<file path="config.mk">
export PLATFORM = sky130hd
export DESIGN_NAME = apb_reg_completer
export DESIGN_NICKNAME = d
export VERILOG_FILES = /design/src/rtl/apb_completer_pkg.sv /design/src/rtl/apb_completer_regfile.sv /design/src/rtl/apb_reg_completer.sv
export SDC_FILE = /design/constraint.sdc
export NUM_CORES = 1
export LEC_CHECK = 0
export ABC_AREA = 1
export ABC_CLOCK_PERIOD_IN_PS = 1500
export CAP_MARGIN = 20
export CORE_MARGIN = 2
export CORE_UTILIZATION = 53
export DETAILED_ROUTE_END_ITERATION = 10
export PLACE_DENSITY = 0.76
export SLEW_MARGIN = 10
export SYNTH_ARGS = -nofsm -noshare
export SYNTH_HDL_FRONTEND = slang
export SYNTH_HIERARCHICAL = 1
export SYNTH_SLANG_ARGS = --single-unit
export TNS_END_PERCENT = 10
</file>
<file path="constraint.sdc">
create_clock -name clk -period 1.5 [get_ports clk]
set_input_delay 0.225 -clock clk [delete_from_list [all_inputs] [get_ports clk]]
set_output_delay 0.225 -clock clk [all_outputs]
set_load 0.01 [all_outputs]
</file>
<file path="src/rtl/apb_completer_pkg.sv">
// Shared types and constants for the APB register completer.
// Optional wait states: APB_COMPLETER_WAIT_EN.
package apb_completer_pkg;

  localparam int APB_ADDR_W = 8;
  localparam int APB_DATA_W = 8;
  localparam int APB_DEV_W  = 4;

  // STATUS register field positions
  localparam int STAT_WR_HI  = 7;
  localparam int STAT_WR_LO  = 4;
  localparam int STAT_ERR_HI = 3;
  localparam int STAT_ERR_LO = 0;

`ifdef APB_COMPLETER_WAIT_EN
  localparam bit WAIT_EN = 1'b1;
`else
  localparam bit WAIT_EN = 1'b0;
`endif

  typedef enum logic [1:0] {
    ST_IDLE   = 2'd0,
    ST_SETUP  = 2'd1,
    ST_WAIT   = 2'd2,
    ST_ACCESS = 2'd3
  } apb_state_e;

endpackage

</file>
<file path="src/rtl/apb_completer_regfile.sv">
// Register bank, STATUS counters, registered read mux, error detect.
// Used by apb_reg_completer.
module apb_completer_regfile
  import apb_completer_pkg::*;
#(
  parameter int              NUM_REGS  = 8,
  parameter logic [7:0]      RESET_VAL = 8'h00
) (
  input  logic                  clk,
  input  logic                  rst_n,
  input  logic [APB_ADDR_W-1:0] addr,
  input  logic                  wr,
  input  logic [APB_DATA_W-1:0] wdata,
  input  logic                  load,
  input  logic                  commit,
  output logic [APB_DATA_W-1:0] rdata,
  output logic                  slverr
);

  localparam int NW = NUM_REGS - 1;
  localparam logic [APB_ADDR_W-1:0] STAT_IDX =
    APB_ADDR_W'(NUM_REGS - 1);
  localparam logic [APB_ADDR_W-1:0] LIMIT =
    APB_ADDR_W'(NUM_REGS);

  logic [APB_DATA_W-1:0] regs [NW];
  logic [3:0]            wr_cnt;
  logic [3:0]            err_cnt;
  logic [APB_DATA_W-1:0] status;
  logic [APB_DATA_W-1:0] rd_mux;
  logic                  err;

  assign err = (addr >= LIMIT) || (wr && addr == STAT_IDX);

  // assemble STATUS from the two counters
  always_comb begin
    status = '0;
    status[STAT_WR_HI:STAT_WR_LO]   = wr_cnt;
    status[STAT_ERR_HI:STAT_ERR_LO] = err_cnt;
  end

  // read mux over the writable bank plus STATUS
  always_comb begin
    rd_mux = '0;
    if (addr == STAT_IDX)
      rd_mux = status;
    for (int i = 0; i < NW; i++)
      if (addr == APB_ADDR_W'(i))
        rd_mux = regs[i];
  end

  // response registered on entry to ACCESS, cleared otherwise
  always_ff @(posedge clk or negedge rst_n) begin
    if (!rst_n) begin
      rdata  <= '0;
      slverr <= 1'b0;
    end else if (load) begin
      slverr <= err;
      rdata  <= (err || wr) ? '0 : rd_mux;
    end else begin
      rdata  <= '0;
      slverr <= 1'b0;
    end
  end

  // writes land at the edge that ends ACCESS
  always_ff @(posedge clk or negedge rst_n) begin
    if (!rst_n) begin
      for (int i = 0; i < NW; i++)
        regs[i] <= RESET_VAL;
    end else if (commit && wr && !err) begin
      for (int i = 0; i < NW; i++)
        if (addr == APB_ADDR_W'(i))
          regs[i] <= wdata;
    end
  end

  // good-write count wraps, error count saturates
  always_ff @(posedge clk or negedge rst_n) begin
    if (!rst_n) begin
      wr_cnt  <= '0;
      err_cnt <= '0;
    end else if (commit) begin
      if (err) begin
        if (err_cnt != 4'hF)
          err_cnt <= err_cnt + 4'd1;
      end else if (wr) begin
        wr_cnt <= wr_cnt + 4'd1;
      end
    end
  end

endmodule

</file>
<file path="src/rtl/apb_reg_completer.sv">
// APB completer: device decode and transfer FSM.
// Wait states present only with APB_COMPLETER_WAIT_EN.
module apb_reg_completer
  import apb_completer_pkg::*;
#(
  parameter logic [3:0] DEVICE_ID   = 4'h1,
  parameter int         NUM_REGS    = 8,
  parameter int         WAIT_CYCLES = 2,
  parameter logic [7:0] RESET_VAL   = 8'h00
) (
  input  logic                  clk,
  input  logic                  rst_n,
  input  logic                  apb_sel,
  input  logic                  apb_enable,
  input  logic [APB_DEV_W-1:0]  apb_device,
  input  logic [APB_ADDR_W-1:0] apb_addr,
  input  logic                  apb_write,
  input  logic [APB_DATA_W-1:0] apb_data,
  output logic [APB_DATA_W-1:0] apb_rdata,
  output logic                  ready,
  output logic                  apb_slverr
);

  localparam logic [1:0] S_IDLE   = ST_IDLE;
  localparam logic [1:0] S_SETUP  = ST_SETUP;
  localparam logic [1:0] S_WAIT   = ST_WAIT;
  localparam logic [1:0] S_ACCESS = ST_ACCESS;

  localparam logic [3:0] W_EFF =
    WAIT_EN ? 4'(WAIT_CYCLES) : 4'd0;

  logic [1:0]            state;
  logic [1:0]            next;
  logic                  hit;
  logic                  go;
  logic                  start;
  logic [APB_ADDR_W-1:0] addr_q;
  logic                  wr_q;
  logic [APB_DATA_W-1:0] data_q;

  assign hit   = apb_sel && (apb_device == DEVICE_ID);
  assign go    = hit && apb_enable;
  assign start = (state == S_IDLE) && hit && !apb_enable;
  assign ready = (state == S_ACCESS);

`ifdef APB_COMPLETER_WAIT_EN
  logic [3:0] wait_cnt;

  // wait-state down-counter, loaded in SETUP
  always_ff @(posedge clk or negedge rst_n) begin
    if (!rst_n)
      wait_cnt <= '0;
    else if (state == S_SETUP)
      wait_cnt <= W_EFF - 4'd1;
    else if (state == S_WAIT && wait_cnt != 4'd0)
      wait_cnt <= wait_cnt - 4'd1;
  end
`endif

  // next-state logic; a dropped sel/enable abandons the transfer
  always_comb begin
    next = state;
    case (state)
      S_IDLE:
        if (start) next = S_SETUP;
      S_SETUP:
        if (!go)
          next = S_IDLE;
        else if (W_EFF != 4'd0)
          next = S_WAIT;
        else
          next = S_ACCESS;
`ifdef APB_COMPLETER_WAIT_EN
      S_WAIT:
        if (!go)
          next = S_IDLE;
        else if (wait_cnt == 4'd0)
          next = S_ACCESS;
`endif
      S_ACCESS:
        next = S_IDLE;
      default:
        next = S_IDLE;
    endcase
  end

  // state register
  always_ff @(posedge clk or negedge rst_n) begin
    if (!rst_n)
      state <= S_IDLE;
    else
      state <= next;
  end

  // capture the request during the bus setup phase
  always_ff @(posedge clk or negedge rst_n) begin
    if (!rst_n) begin
      addr_q <= '0;
      wr_q   <= 1'b0;
      data_q <= '0;
    end else if (start) begin
      addr_q <= apb_addr;
      wr_q   <= apb_write;
      data_q <= apb_data;
    end
  end

  apb_completer_regfile #(
    .NUM_REGS  (NUM_REGS),
    .RESET_VAL (RESET_VAL)
  ) u_regfile (
    .clk    (clk),
    .rst_n  (rst_n),
    .addr   (addr_q),
    .wr     (wr_q),
    .wdata  (data_q),
    .load   (next == S_ACCESS),
    .commit (state == S_ACCESS),
    .rdata  (apb_rdata),
    .slverr (apb_slverr)
  );

endmodule
</file>
==> flow_summary.yaml, run 1 <==
detailed_routing:
  drc: 0
  first_pass_iters: 5
  first_iter_violations: 228
  dr_total_vias: 3916
  drt_wl_total_um: 11000
  viasPerCell: 5.36
  wl_per_cell_um: 15.0
  ant_nets: 0
power_and_ir_drop:
  comb_power_share: 0.266
  switching_share: 0.323
  powerDensity_nw_per_um2: 1020
  leakagePower_nw: 2.89
  power.internal_mw: 4.07
  switching_power_mw: 1.94
  finalPower_mw: 6.01
  seqPwrFrac: 0.437
  peakVddDrop_mv: 0.813
  p_clk_frac: 0.297
yosys:
  syn_area_per_cell_um2: 8.53
  synth_nets: 556
  synthTopCellsByArea: "dfrtp_1 (51%), nand2_1 (14%), o21ai_0 (5.5%)"
  synth_cells: 529
  synth_area_leader_cell: "dfrtp_1"
  ys_ff_latch: 92
  synth_top_area_frac: 0.510
  synthDistinctLibCells: 32
  synth.cell_area_um2: 4510
  synth-seq-area-share: 0.510
  ys_warn_count: 6
cells_and_area:
  final_common_cell: "nand2_1"
  mostFrequentLayoutCells: "nand2_1 (151), dfrtp_1 (92), buf_4 (48)"
  finalInstanceArea_um2: 5870
  postLayoutCoreUtil: 0.715
  drive_above_1_share: 0.276
  areaGrowthSynthToFinish_pct: 30.2
  insertedDiodeCount: 0
  nNetsFinal: 648
grt:
  grt_overflow_total: 0
  grt_pass1_wl_um: 18000
  grt_start_max_net_pins: 42
  grt_pass1_vias: 3689
  antenna_found_initial: 0
  grt.total_usage: 0.262
placement:
  io_buffers: 34
  place_ws_ns: -0.292
  placed_area_um2: 5350
  hpwlAfterDp_um: 7590
  gp_congestion: 0.886
critical_path:
  r2r.worst_path.cells: 10
  reg2reg_from: "addr_q[0]$_DFFE_PN0P_"
  worstPathMaxFanout: 16
  worstReg2RegEnd: "u_regfile/regs[10]$_DFFE_PN0P_"
  criticalPathCategory: "flip-flop to flip-flop"
  cp-start-kind: "flip-flop"
  crit_arrival_ns: 1.96
  reg2reg_slack_ns: -0.23
  cp.required_ns: 1.73
  cp-end-kind: "flip-flop"
die:
  io_pins: 35
  core-area_um2: 8220
  row_count: 33
  fp.dieH_um: 96.3
  die_area_um2: 9260
  die_w_um: 96.3
  initial_core_util: 0.549
cts:
  cts.reportedPaths.clkPinSlew_ns: 0.10
  cts_made_buffers: 9
  root_buffer: "clkbuf_8"
  cts_sinks: 92
  clockBufferDepth: 2
  cts_tree: "done"
  htree_levels: 3
  clock_latency_ns: 0.37
sta:
  finClkSkew_ns: 0.00997
  setup_viol: 72
  relSlewSlack: 0.722
  layout_min_cycle_time_ns: 1.73
  grt_setup_unrepaired: "true"
  fmax_mhz: 578
  worst_pin_slew_ns: 0.416
  fin_tns_setup_ns: -10.99
  min_period_over_period: 1.15
  drv_slew: 0
  finalHoldViolCount: 0
  fin_ws_ns: -0.229
run_status:
  violations: "setup timing"
  status: "complete, but fails checks"
min_path:
  hold_class: "input port to asynchronous set/reset pin"
flow_run:
  drv_cap: 0
[critical path, cell delays in order, from the launching register on]
cell	delay (ns)
dfrtp_1	0.39
inv_1	0.07
buf_4	0.15
nor2_2	0.13
buf_4	0.15
inv_1	0.07
nor3_1	0.20
buf_4	0.17
nand2_8	0.09
nand2_1	0.08
o21ai_0	0.08
[cells in the mapped netlist]
library cell	instances
nand4_1	4
clkinv_4	1
inv_2	2
nand3_4	1
buf_4	1
nand3b_1	1
clkbuf_1	1
nor2_1	30
nor2_2	3
nand4_4	2
a21oi_4	1
nor3_4	1
inv_1	45
buf_2	5
nand2_1	171
mux2_2	1
buf_6	8
xnor2_1	3
o21ai_2	16
nor3_1	5
nand2_4	6
nand3_1	30
ha_1	2
a21oi_1	25
xor2_1	3
or2_0	3
dfrtp_1	92
o21ai_0	50
nand3_2	2
or2_2	4
nand2_2	5
nor2_4	5
[cells by family after synthesis]
group | count (synthesis) | synth area share
and+or+nand+nor | 273 | 0.283
AOI/OAI and AO/OA | 92 | 0.118
DFF | 92 | 0.510
buffers and inverters | 63 | 0.0691
xor gates and xnor gates | 6 | 0.0117
adders and majority gates | 2 | 0.00555
muxes | 1 | 0.00250
[registers in the layout, summed over array words and instances (netlist names)]
register           cells
u_regfile/regs        56
addr_q                 8
data_q                 8
u_regfile/rdata        8
u_regfile/err_cnt      4
u_regfile/wr_cnt       4
state                  2
u_regfile/slverr       1
wr_q                   1
[per-stage QoR]
step / hold WS (ns) / std cells
floorplan: -0.0706 / 529
global placement: 0.162 / 706
detailed placement: 0.164 / 706
CTS: 0.306 / 727
global route: 0.321 / 731
finish: 0.311 / 731
[power groups by stage]
stage                     sequential, mW  clock, mW  combinational [mW]
after floorplan                     2.67          0               0.700
after global placement              2.66          0                1.29
after detailed placement            2.67          0                1.33
after CTS                           2.62       1.82                1.44
after global routing                2.64       1.93                1.75
final                               2.62       1.79                1.60
[routing by layer]
metal	part of all wire	wire, µm	GRT usage
met5	0	0	0
met4	0.029	322	0.101
met3	0.060	658	0.0673
met2	0.48	5210	0.400
met1	0.44	4770	0.358
[cell type report]
class                      count  area (µm²)
inverter                      48         195
sequential                    92        2300
multi-input combinational    374        2100
fill                         566        2340
tap                          105         131
timing repair buffer          96         926
clock inverter                 6        78.8
clock buffer                  10         138
[what timing repair did]
item	in CTS	in global routing
hold buffers	1	0
setup endpoints to repair	78	76
pin swaps	8	8
endpoints found under the hold margin	23	0
buffers inserted	4	4
gates resized for setup	68	37
[worst max-delay path by stage]
| stage | start | end | slack, ns | depth (start not counted) |
|---|---|---|---|---|
| 2_1_floorplan | addr_q[6]$_DFFE_PN0P_ | u_regfile/regs[45]$_DFFE_PN0P_ | -0.18 | 11 |
| 3_3_place_gp | apb_device[3] | u_regfile/rdata[3]$_DFF_PN0_ | -0.26 | 9 |
| 3_5_place_dp | apb_device[2] | u_regfile/rdata[3]$_DFF_PN0_ | -0.29 | 9 |
| 4_1_cts | addr_q[7]$_DFFE_PN0P_ | u_regfile/rdata[2]$_DFF_PN0_ | -0.19 | 11 |
| 5_1_grt | addr_q[0]$_DFFE_PN0P_ | u_regfile/regs[10]$_DFFE_PN0P_ | -0.34 | 10 |
| 6_report | addr_q[0]$_DFFE_PN0P_ | u_regfile/regs[10]$_DFFE_PN0P_ | -0.23 | 10 |
No activity file was read; power rests on OpenSTA's default activity.
==> run 2, diff against run 1 <==
SKIP_LAST_GASP = 1   (was unset)
==> run 2 against run 1 <==
  * The flow still finishes with violations (setup timing)
  * Final cell count decreased by 0.27%
  * Via count is 0.26% lower
  * Critical path depth grew 2
  * Sequential share of layout area up 0.44 points
  * Maximum frequency is 0.63% higher
  * Worst setup slack improved by 0.011 ns
  * Die area did not move
  * First-iteration DRC count down 21%
  * Largest power group unchanged
==> flow_summary.yaml, run 2 (same netlist as run 1, synthesis figures left out) <==
critical_path:
  criticalPathCategory: "flip-flop to flip-flop"
  critPathTopFamily: "simple AND/OR/NAND/NOR gates"
  cp_slowest_stage_delay_ns: 0.42
  cp.required_ns: 1.77
  crit_arrival_ns: 1.99
  cp_slowest_cell: "dfrtp_1"
  cp_num_buf_inv: 3
  cp-end-kind: "flip-flop"
  worstPathMaxFanout: 6
  cp-start-kind: "flip-flop"
  crit_chain: "nor2_4 -> buf_4 -> nand3_2 -> nor2_4 -> buf_6 -> buf_4 -> nand2_1 -> nand2_1 -> a21oi_1 -> nand3_1 -> a21oi_1 -> nor2_1"
cells_and_area:
  seq_area_um2: 2300
  final_common_cell: "nand2_1"
  nFillCells: 598
  largest_reg_flops: 56
  mostFrequentLayoutCells: "nand2_1 (164), dfrtp_1 (92), o21ai_0 (47)"
  areaGrowthSynthToFinish_pct: 28.7
  multi_input_area_um2: 2080
  drive_above_1_share: 0.244
  regMostFlops: "u_regfile/regs"
  nNetsFinal: 646
  insertedDiodeCount: 0
  final_cells: 729
power_and_ir_drop:
  comb_power_share: 0.252
  p_clk_frac: 0.304
  switching_share: 0.323
  powerDensity_nw_per_um2: 1020
  power.internal_mw: 4.00
  switching_power_mw: 1.91
  seqPwrFrac: 0.444
  peakVddDrop_mv: 0.818
  leakagePower_nw: 2.78
sta:
  worst_pin_slew_ns: 0.424
  layout_min_cycle_time_ns: 1.72
  grt_setup_unrepaired: "true"
  min_period_over_period: 1.15
  drv_slew: 0
  finClkSkew_ns: 0.0112
  relSlewSlack: 0.717
  fin_ws_ns: -0.218
  holdWs_ns: 0.305
  setup_viol: 73
  finalHoldViolCount: 0
  fmax_mhz: 582
  fin_tns_setup_ns: -11.05
cts:
  cts_made_buffers: 9
  cts_tree: "done"
  root_buffer: "clkbuf_8"
  clock_latency_ns: 0.37
  cts_sinks: 92
  htree_levels: 3
  cts.reportedPaths.clkPinSlew_ns: 0.10
  clockBufferDepth: 2
detailed_routing:
  ant_nets: 0
  drc: 0
  wl_per_cell_um: 14.8
  drt_wl_total_um: 10800
  dr_total_vias: 3906
  first_iter_violations: 181
  first_pass_iters: 7
  viasPerCell: 5.36
grt:
  grt.total_usage: 0.258
  antenna_found_initial: 0
  grt_pass1_vias: 3700
  grt_overflow_total: 0
  grt_pass1_wl_um: 17700
  grt_start_max_net_pins: 42
run_status:
  violations: "setup timing"
  status: "complete, but fails checks"
flow_run:
  drv_cap: 0
min_path:
  hold_class: "input port to asynchronous set/reset pin"
die:
  io_pins: 35
  die_w_um: 96.3
  initial_core_util: 0.549
  die_area_um2: 9260
  core-area_um2: 8220
  fp.dieH_um: 96.3
  row_count: 33
placement:
  io_buffers: 34
  hpwlAfterDp_um: 7590
  gp_congestion: 0.886
  place_ws_ns: -0.292
  dp.cells: 706
## run 2: cell types whose count changed in the layout (fill, tap and decap cells not counted), sizes merged
| cell | change |
|---|---|
| nand2 | +2 |
| buf | -4 |
| clkdlybuf4s50 | +9 |
| dlygate4sd2 | -5 |
| dlymetal6s2s | -4 |
## run 2: worst paths after layout
kind,startpoint,end,slack [ns],cells past startpoint
worst max-delay path,addr_q[3]$_DFFE_PN0P_,u_regfile/rdata[4]$_DFF_PN0_,-0.22,12
worst min-delay path,rst_n,u_regfile/regs[39]$_DFFE_PN0P_,0.30,2
worst max register to register,addr_q[3]$_DFFE_PN0P_,u_regfile/rdata[4]$_DFF_PN0_,-0.22,12
worst min register to register,data_q[2]$_DFFE_PN0P_,data_q[2]$_DFFE_PN0P_,0.48,2
max in group asynchronous,rst_n,u_regfile/rdata[2]$_DFF_PN0_,0.66,3
min in group clk,apb_data[2],data_q[2]$_DFFE_PN0P_,0.40,3
## run 2: per-layer routing
metal  part of all wire  vias up  GRT usage
li1                   -     1881          -
met1               0.44     1873      0.348
met2               0.48      135      0.398
met3              0.063       17     0.0752
met4              0.021        0     0.0917
met5                  0        -          0
## run 2: power groups by stage
stage	clock, mW	sequential, mW	combinational (mW)
floorplan	0	2.67	0.700
global placement	0	2.66	1.29
detailed placement	0	2.67	1.33
CTS	1.82	2.62	1.41
global route	1.93	2.64	1.64
finish	1.79	2.62	1.49
## run 2: stage by stage
| stage | power, mW | area [µm²] | util |
|---|---|---|---|
| 3_5_place_dp | 3.99 | 5350 | 0.651 |
| 3_3_place_gp | 3.96 | 5350 | 0.651 |
| 5_1_grt | 6.21 | 5810 | 0.707 |
| 2_1_floorplan | 3.37 | 4520 | - |
| 6_report | 5.91 | 5810 | 0.707 |
| 4_1_cts | 5.86 | 5700 | 0.693 |
## run 2: timing repair
action,in CTS,in global routing
hold buffers,1,0
gates resized for setup,23,27
buffers inserted,4,0
pin swaps,7,5
cloned,0,2
setup endpoints to repair,78,81
endpoints found under the hold margin,23,0
## run 2: layout make-up
cell class                      instances  share of cell area
Multi-Input combinational cell        376               0.358
Sequential cell                        92               0.396
Clock buffer                           10              0.0237
Clock inverter                          6              0.0136
Inverter                               48              0.0336
Tap cell                              105              0.0226
Timing Repair Buffer                   92               0.152
